===== config.mk =====
export PLATFORM = sky130hd
export DESIGN_NAME = reg_bank_sched
export DESIGN_NICKNAME = d
export VERILOG_FILES = /design/src/rtl/reg_bank_sched.sv
export SDC_FILE = /design/constraint.sdc
export NUM_CORES = 1
export LEC_CHECK = 0
export CAP_MARGIN = 15
export CORE_MARGIN = 10
export CORE_UTILIZATION = 43
export CTS_CLUSTER_SIZE = 24
export DETAILED_ROUTE_END_ITERATION = 6
export PLACE_DENSITY = 0.85
export SLEW_MARGIN = 20
export SYNTH_ARGS = -nofsm -noshare
export SYNTH_HDL_FRONTEND = slang
export SYNTH_SLANG_ARGS = --single-unit

===== constraint.sdc =====
create_clock -name clk -period 3.5 [get_ports clk]
set_clock_uncertainty 0.05 [all_clocks]
set_input_delay 0.525 -clock clk [delete_from_list [all_inputs] [get_ports clk]]
set_output_delay 0.525 -clock clk [all_outputs]
set_load 0.05 [all_outputs]

===== src/rtl/reg_bank_sched.sv =====
// reg_bank_sched: round-robin two-port scheduler for the 8x16 register bank with RMW lock (lock timeout under RB_LOCK_TIMEOUT_EN).
// Latency: grant in the request cycle; bank write strobe one cycle later; rdata/rvalid two cycles after a read grant.
// Backpressure: a requester holds req and its operands stable until gnt; the loser of a contested cycle wins the next one.
module reg_bank_sched #(
    parameter int DW       = 16,
    parameter int AW       = 3,
    parameter int LOCK_MAX = 15
) (
    input  logic          clk,
    input  logic          reset,
    input  logic          req0,
    input  logic          req1,
    input  logic          we0,
    input  logic          we1,
    input  logic [AW-1:0] addr0,
    input  logic [AW-1:0] addr1,
    input  logic [DW-1:0] wdata0,
    input  logic [DW-1:0] wdata1,
    input  logic          lock0,
    input  logic          lock1,
    output logic          gnt0,
    output logic          gnt1,
    output logic          rvalid0,
    output logic          rvalid1,
    output logic [DW-1:0] rdata,
    output logic          lock_err,
    output logic [AW-1:0] rb_inId,
    output logic          rb_ldR,
    output logic [DW-1:0] rb_rIn,
    output logic [AW-1:0] rb_outId,
    input  logic [DW-1:0] rb_rOut
);

    if (LOCK_MAX < 1 || LOCK_MAX > 15) begin : g_lock_max_chk
        $error("LOCK_MAX must fit the 4-bit lock counter");
    end

    typedef enum logic [1:0] {IDLE = 2'd0, OWN0 = 2'd1, OWN1 = 2'd2} state_t;

    state_t        state_q, state_d;
    logic          ptr_q, ptr_d;
    logic          ldr_q, ldr_d;
    logic [AW-1:0] in_id_q, in_id_d;
    logic [DW-1:0] rin_q, rin_d;
    logic [AW-1:0] out_id_q, out_id_d;
    logic          rd_pend_q, rd_pend_d;
    logic          rd_port_q, rd_port_d;
    logic [DW-1:0] rdata_q, rdata_d;
    logic          rvalid0_q, rvalid0_d;
    logic          rvalid1_q, rvalid1_d;

    logic          lk0, lk1, forced, arb_open;
    logic          gnt_any, win, win_we, win_lk;
    logic [AW-1:0] win_addr;
    logic [DW-1:0] win_wdata;

`ifdef RB_LOCK_TIMEOUT_EN
    localparam logic [3:0] LOCK_LIM = 4'(LOCK_MAX);
    logic [3:0] cnt_q, cnt_d;
    logic       ign0_q, ign0_d;
    logic       ign1_q, ign1_d;
    logic       lock_err_q, lock_err_d;
`endif

    always_comb begin
`ifdef RB_LOCK_TIMEOUT_EN
        // A force-released owner's lock stays masked until it is seen low once.
        forced = (state_q != IDLE) && (cnt_q == LOCK_LIM);
        lk0    = lock0 && !ign0_q && !(forced && state_q == OWN0);
        lk1    = lock1 && !ign1_q && !(forced && state_q == OWN1);
`else
        forced = 1'b0;
        lk0    = lock0;
        lk1    = lock1;
`endif
        // Owner dropping its lock reopens arbitration in that same cycle.
        arb_open = (state_q == IDLE) || forced
                || (state_q == OWN0 && !lk0)
                || (state_q == OWN1 && !lk1);

        gnt_any = 1'b0;
        win     = 1'b0;
        if (arb_open) begin
            if (req0 && req1) begin
                gnt_any = 1'b1;
                win     = ptr_q;
            end else if (req0) begin
                gnt_any = 1'b1;
                win     = 1'b0;
            end else if (req1) begin
                gnt_any = 1'b1;
                win     = 1'b1;
            end
        end else if (state_q == OWN0) begin
            gnt_any = req0;
            win     = 1'b0;
        end else begin
            gnt_any = req1;
            win     = 1'b1;
        end

        win_we    = win ? we1    : we0;
        win_addr  = win ? addr1  : addr0;
        win_wdata = win ? wdata1 : wdata0;
        win_lk    = win ? lk1    : lk0;

        state_d = arb_open ? IDLE : state_q;
        if (gnt_any && win_lk) begin
            state_d = win ? OWN1 : OWN0;
        end
        ptr_d = gnt_any ? ~win : ptr_q;

        ldr_d     = 1'b0;
        in_id_d   = in_id_q;
        rin_d     = rin_q;
        out_id_d  = out_id_q;
        rd_pend_d = 1'b0;
        rd_port_d = rd_port_q;
        if (gnt_any) begin
            if (win_we) begin
                ldr_d   = 1'b1;
                in_id_d = win_addr;
                rin_d   = win_wdata;
            end else begin
                out_id_d  = win_addr;
                rd_pend_d = 1'b1;
                rd_port_d = win;
            end
        end

        rdata_d   = rdata_q;
        rvalid0_d = 1'b0;
        rvalid1_d = 1'b0;
        if (rd_pend_q) begin
            rdata_d   = rb_rOut;
            rvalid0_d = !rd_port_q;
            rvalid1_d = rd_port_q;
        end

`ifdef RB_LOCK_TIMEOUT_EN
        cnt_d      = (state_q != IDLE && state_d == state_q) ? cnt_q + 4'd1 : 4'd0;
        ign0_d     = (ign0_q || (forced && state_q == OWN0)) && lock0;
        ign1_d     = (ign1_q || (forced && state_q == OWN1)) && lock1;
        lock_err_d = lock_err_q || forced;
`endif
    end

    always_ff @(posedge clk) begin
        if (reset) begin
            state_q    <= IDLE;
            ptr_q      <= 1'b0;
            ldr_q      <= 1'b0;
            in_id_q    <= '0;
            rin_q      <= '0;
            out_id_q   <= '0;
            rd_pend_q  <= 1'b0;
            rd_port_q  <= 1'b0;
            rdata_q    <= '0;
            rvalid0_q  <= 1'b0;
            rvalid1_q  <= 1'b0;
`ifdef RB_LOCK_TIMEOUT_EN
            cnt_q      <= 4'd0;
            ign0_q     <= 1'b0;
            ign1_q     <= 1'b0;
            lock_err_q <= 1'b0;
`endif
        end else begin
            state_q    <= state_d;
            ptr_q      <= ptr_d;
            ldr_q      <= ldr_d;
            in_id_q    <= in_id_d;
            rin_q      <= rin_d;
            out_id_q   <= out_id_d;
            rd_pend_q  <= rd_pend_d;
            rd_port_q  <= rd_port_d;
            rdata_q    <= rdata_d;
            rvalid0_q  <= rvalid0_d;
            rvalid1_q  <= rvalid1_d;
`ifdef RB_LOCK_TIMEOUT_EN
            cnt_q      <= cnt_d;
            ign0_q     <= ign0_d;
            ign1_q     <= ign1_d;
            lock_err_q <= lock_err_d;
`endif
        end
    end

    // Reset squashes strobes already in flight so no bank write or rvalid escapes it.
    assign gnt0     = gnt_any && !win && !reset;
    assign gnt1     = gnt_any &&  win && !reset;
    assign rvalid0  = rvalid0_q && !reset;
    assign rvalid1  = rvalid1_q && !reset;
    assign rdata    = rdata_q;
    assign rb_ldR   = ldr_q && !reset;
    assign rb_inId  = in_id_q;
    assign rb_rIn   = rin_q;
    assign rb_outId = out_id_q;
`ifdef RB_LOCK_TIMEOUT_EN
    assign lock_err = lock_err_q;
`else
    assign lock_err = 1'b0;
`endif

endmodule

==> flow_summary.yaml <==
clock_tree:
  cts_resized: 0
  clk_pin_slew_ps: 80
  clk-insertion-delay-late_ps: 290
  ctsHoldBuffers: 0
  post_cts_buffers: 0
  cts.sinks: 46
  htreeDepth: 2
  clockBufferDepth: 2
  tritoncts: "built"
  numCtsBuffers: 5
  cts_root_buf: "clkbuf_8"
floorplanning:
  num_rows: 25
  coreArea_um2: 4750
  die-area_um2: 8160
  io-pin-count: 106
  dieHeight_um: 90.3
  die_width_um: 90.3
  start_util_pct: 44.7
power_and_ir_drop:
  switching_share_pct: 33.4
  power_uw: 1490
  switchingPower_uw: 496
  ir_drop_v: 0.000282
  pwr-share-seq_pct: 40.8
  powerDensity_nw_per_um2: 452
  p_leak_uw: 0.00122
  p_clk_share_pct: 26.1
  comb_power_share_pct: 33.0
  p_int_uw: 989
timing:
  period_minus_slack_ps: 2920
  fmax_mhz: 342
  relSlewSlack_pct: 36.0
  hold_slack_ps: 414
  timing.final.crit_share_pct: 83.5
  hold_viol_final: 0
  setup_viol: 0
  rsz0062_at_grt: "no"
  slew_violations: 0
  tns_ps: 0
  worst_pin_slew_ps: 959
synthesis:
  syn_inst: 233
  synth-seq-cells: 46
  avgSynthCellArea_um2: 9.13
  ys.flop_type: "dfxtp_1"
  async_flop_share_pct: 0
  synth_cell_types: 36
  yosysWarnings: 0
  syn-num-nets: 295
  seq_area_frac_synth_pct: 43.3
  synth_edf_count: 0
  synth_area_um2: 2130
outcome:
  status: "finished, final reports clean"
global_routing:
  grt_pass1_vias: 2094
  grt_max_degree: 42
  grt_pass1_wl_um: 10800
  globalRouteOverflowTotal: 0
  grtUsageTotal_pct: 15.7
  antenna_found_initial: 0
detailed_routing:
  initialDrtViolationCount: 79
  first_pass_iters: 5
  vias: 2049
  antenna_left: 0
  wl_per_cell_um: 16.6
  drc: 0
  routed_wl_um: 6590
  viasPerCell: 5.16
min_path:
  min_delay_worst_endpoint: "rb_inId[0]"
  hold_path_class: "reg2reg"
  hold_depth: 2
  hp-start: "rb_inId[0]"
layout:
  final_cell_mix: "clkdlybuf4s50_1, dfxtp_1, nor3_1, nand2_1, mux2i_1"
  layout-drive-gt1-share_pct: 8.48
  areaGrowthSynthToFinish_pct: 54.5
  diodes: 0
  nets: 391
  mostFrequentLayoutCell: "clkdlybuf4s50_1"
worst_setup_path:
  worst_ep_required_time_ps: 2920
  rrSetupSlack_ps: 1360
  worstPathArrival_ps: 2350
  setup.worst_path.start_class: "primary input"
  crit_fanout: 8
  end_kind: "output port"
  r2r-end: "rb_rIn[11]"
  r2r_cells: 6
  r2r-start: "state_q[0]"
  worstSetupPathType: "in2out"
run:
  max-cap-violations: 0
placement:
  dp_hpwl_um: 4910
  gp_congestion: 0.831
  port-buffer-count: 104
==> power groups by stage <==
stage               Sequential (uW)  Clock, uW  Combinational (uW)
finish                          606        388                 491
global route                    614        421                 519
CTS                             607        400                 494
detailed placement              618          0                 492
global placement                616          0                 486
floorplan                       758          0                 162
==> sequential cells by signal, summed over array words and instances (netlist names) <==
name       cells
rb_rIn        16
rdata         16
rb_inId        3
rb_outId       3
state_q        2
ldr_q          1
ptr_q          1
rd_pend_q      1
rd_port_q      1
rvalid0_q      1
rvalid1_q      1
==> metal layers <==
layer  routed length (um)  vias up  track usage [%]
li1                     -     1015                -
met1                 2910      937             19.4
met2                 3100       81             25.0
met3                  345       16             3.91
met4                  238        0             7.43
met5                    0        -                0
==> logic make-up after synthesis <==
group	count (synthesis)	share of synthesized area, %
AOI/OAI and AO/OA	43	18.4
buffers and inverters	27	6.71
DFF	46	43.3
other	1	0.176
muxes	23	10.8
and+or+nand+nor	93	20.6
==> critical path: stages <==
cell	delay, ps
clkdlybuf4s50_1	510
nor2b_1	550
o31ai_1	200
nor3_1	370
buf_12	190
==> how the worst max path moves through the flow <==
stage,startpoint,end,slack [ps],cells past startpoint
floorplan,req1,gnt0,660,5
finish,req0,gnt0,580,5
global route,req0,gnt0,420,5
global placement,req0,gnt0,670,5
detailed placement,req0,gnt0,610,5
CTS,req0,gnt0,610,5
==> stage by stage <==
step / util [%] / setup WS (ps) / cells / instance area, um^2
2_1_floorplan: - / 657 / 233 / 2130
3_3_place_gp: 66.8 / 668 / 389 / 3180
3_5_place_dp: 66.8 / 612 / 389 / 3180
4_1_cts: 69.1 / 607 / 397 / 3290
5_1_grt: 69.1 / 418 / 397 / 3290
6_report: 69.1 / 578 / 397 / 3290
==> cells in the mapped netlist (2+ instances only) <==
library cell / number / area [um^2]
nor2b_1: 4 / 25.0
nor3_1: 34 / 170
o32ai_1: 4 / 35.0
a31oi_1: 2 / 12.5
a211oi_2: 9 / 113
buf_2: 2 / 10.0
a21oi_1: 4 / 20.0
buf_6: 2 / 22.5
clkbuf_1: 12 / 45.0
dfxtp_1: 46 / 921
mux2i_1: 23 / 230
a211oi_1: 7 / 52.6
o21ai_0: 4 / 20.0
nand3b_1: 3 / 22.5
buf_4: 2 / 15.0
inv_1: 7 / 26.3
and3_1: 2 / 12.5
o311a_1: 4 / 40.0
nand2_1: 27 / 101
o21a_1: 2 / 15.0
nor2_1: 18 / 67.6
==> final cells by class <==
class | instances | area, um^2
Fill cell | 403 | 1470
Timing Repair Buffer | 109 | 1080
Multi-Input combinational cell | 160 | 1060
Sequential cell | 46 | 921
Tap cell | 67 | 83.8
Clock buffer | 6 | 72.6
Clock inverter | 2 | 37.5
Inverter | 7 | 26.3
Power figures use the tool's default switching activity.
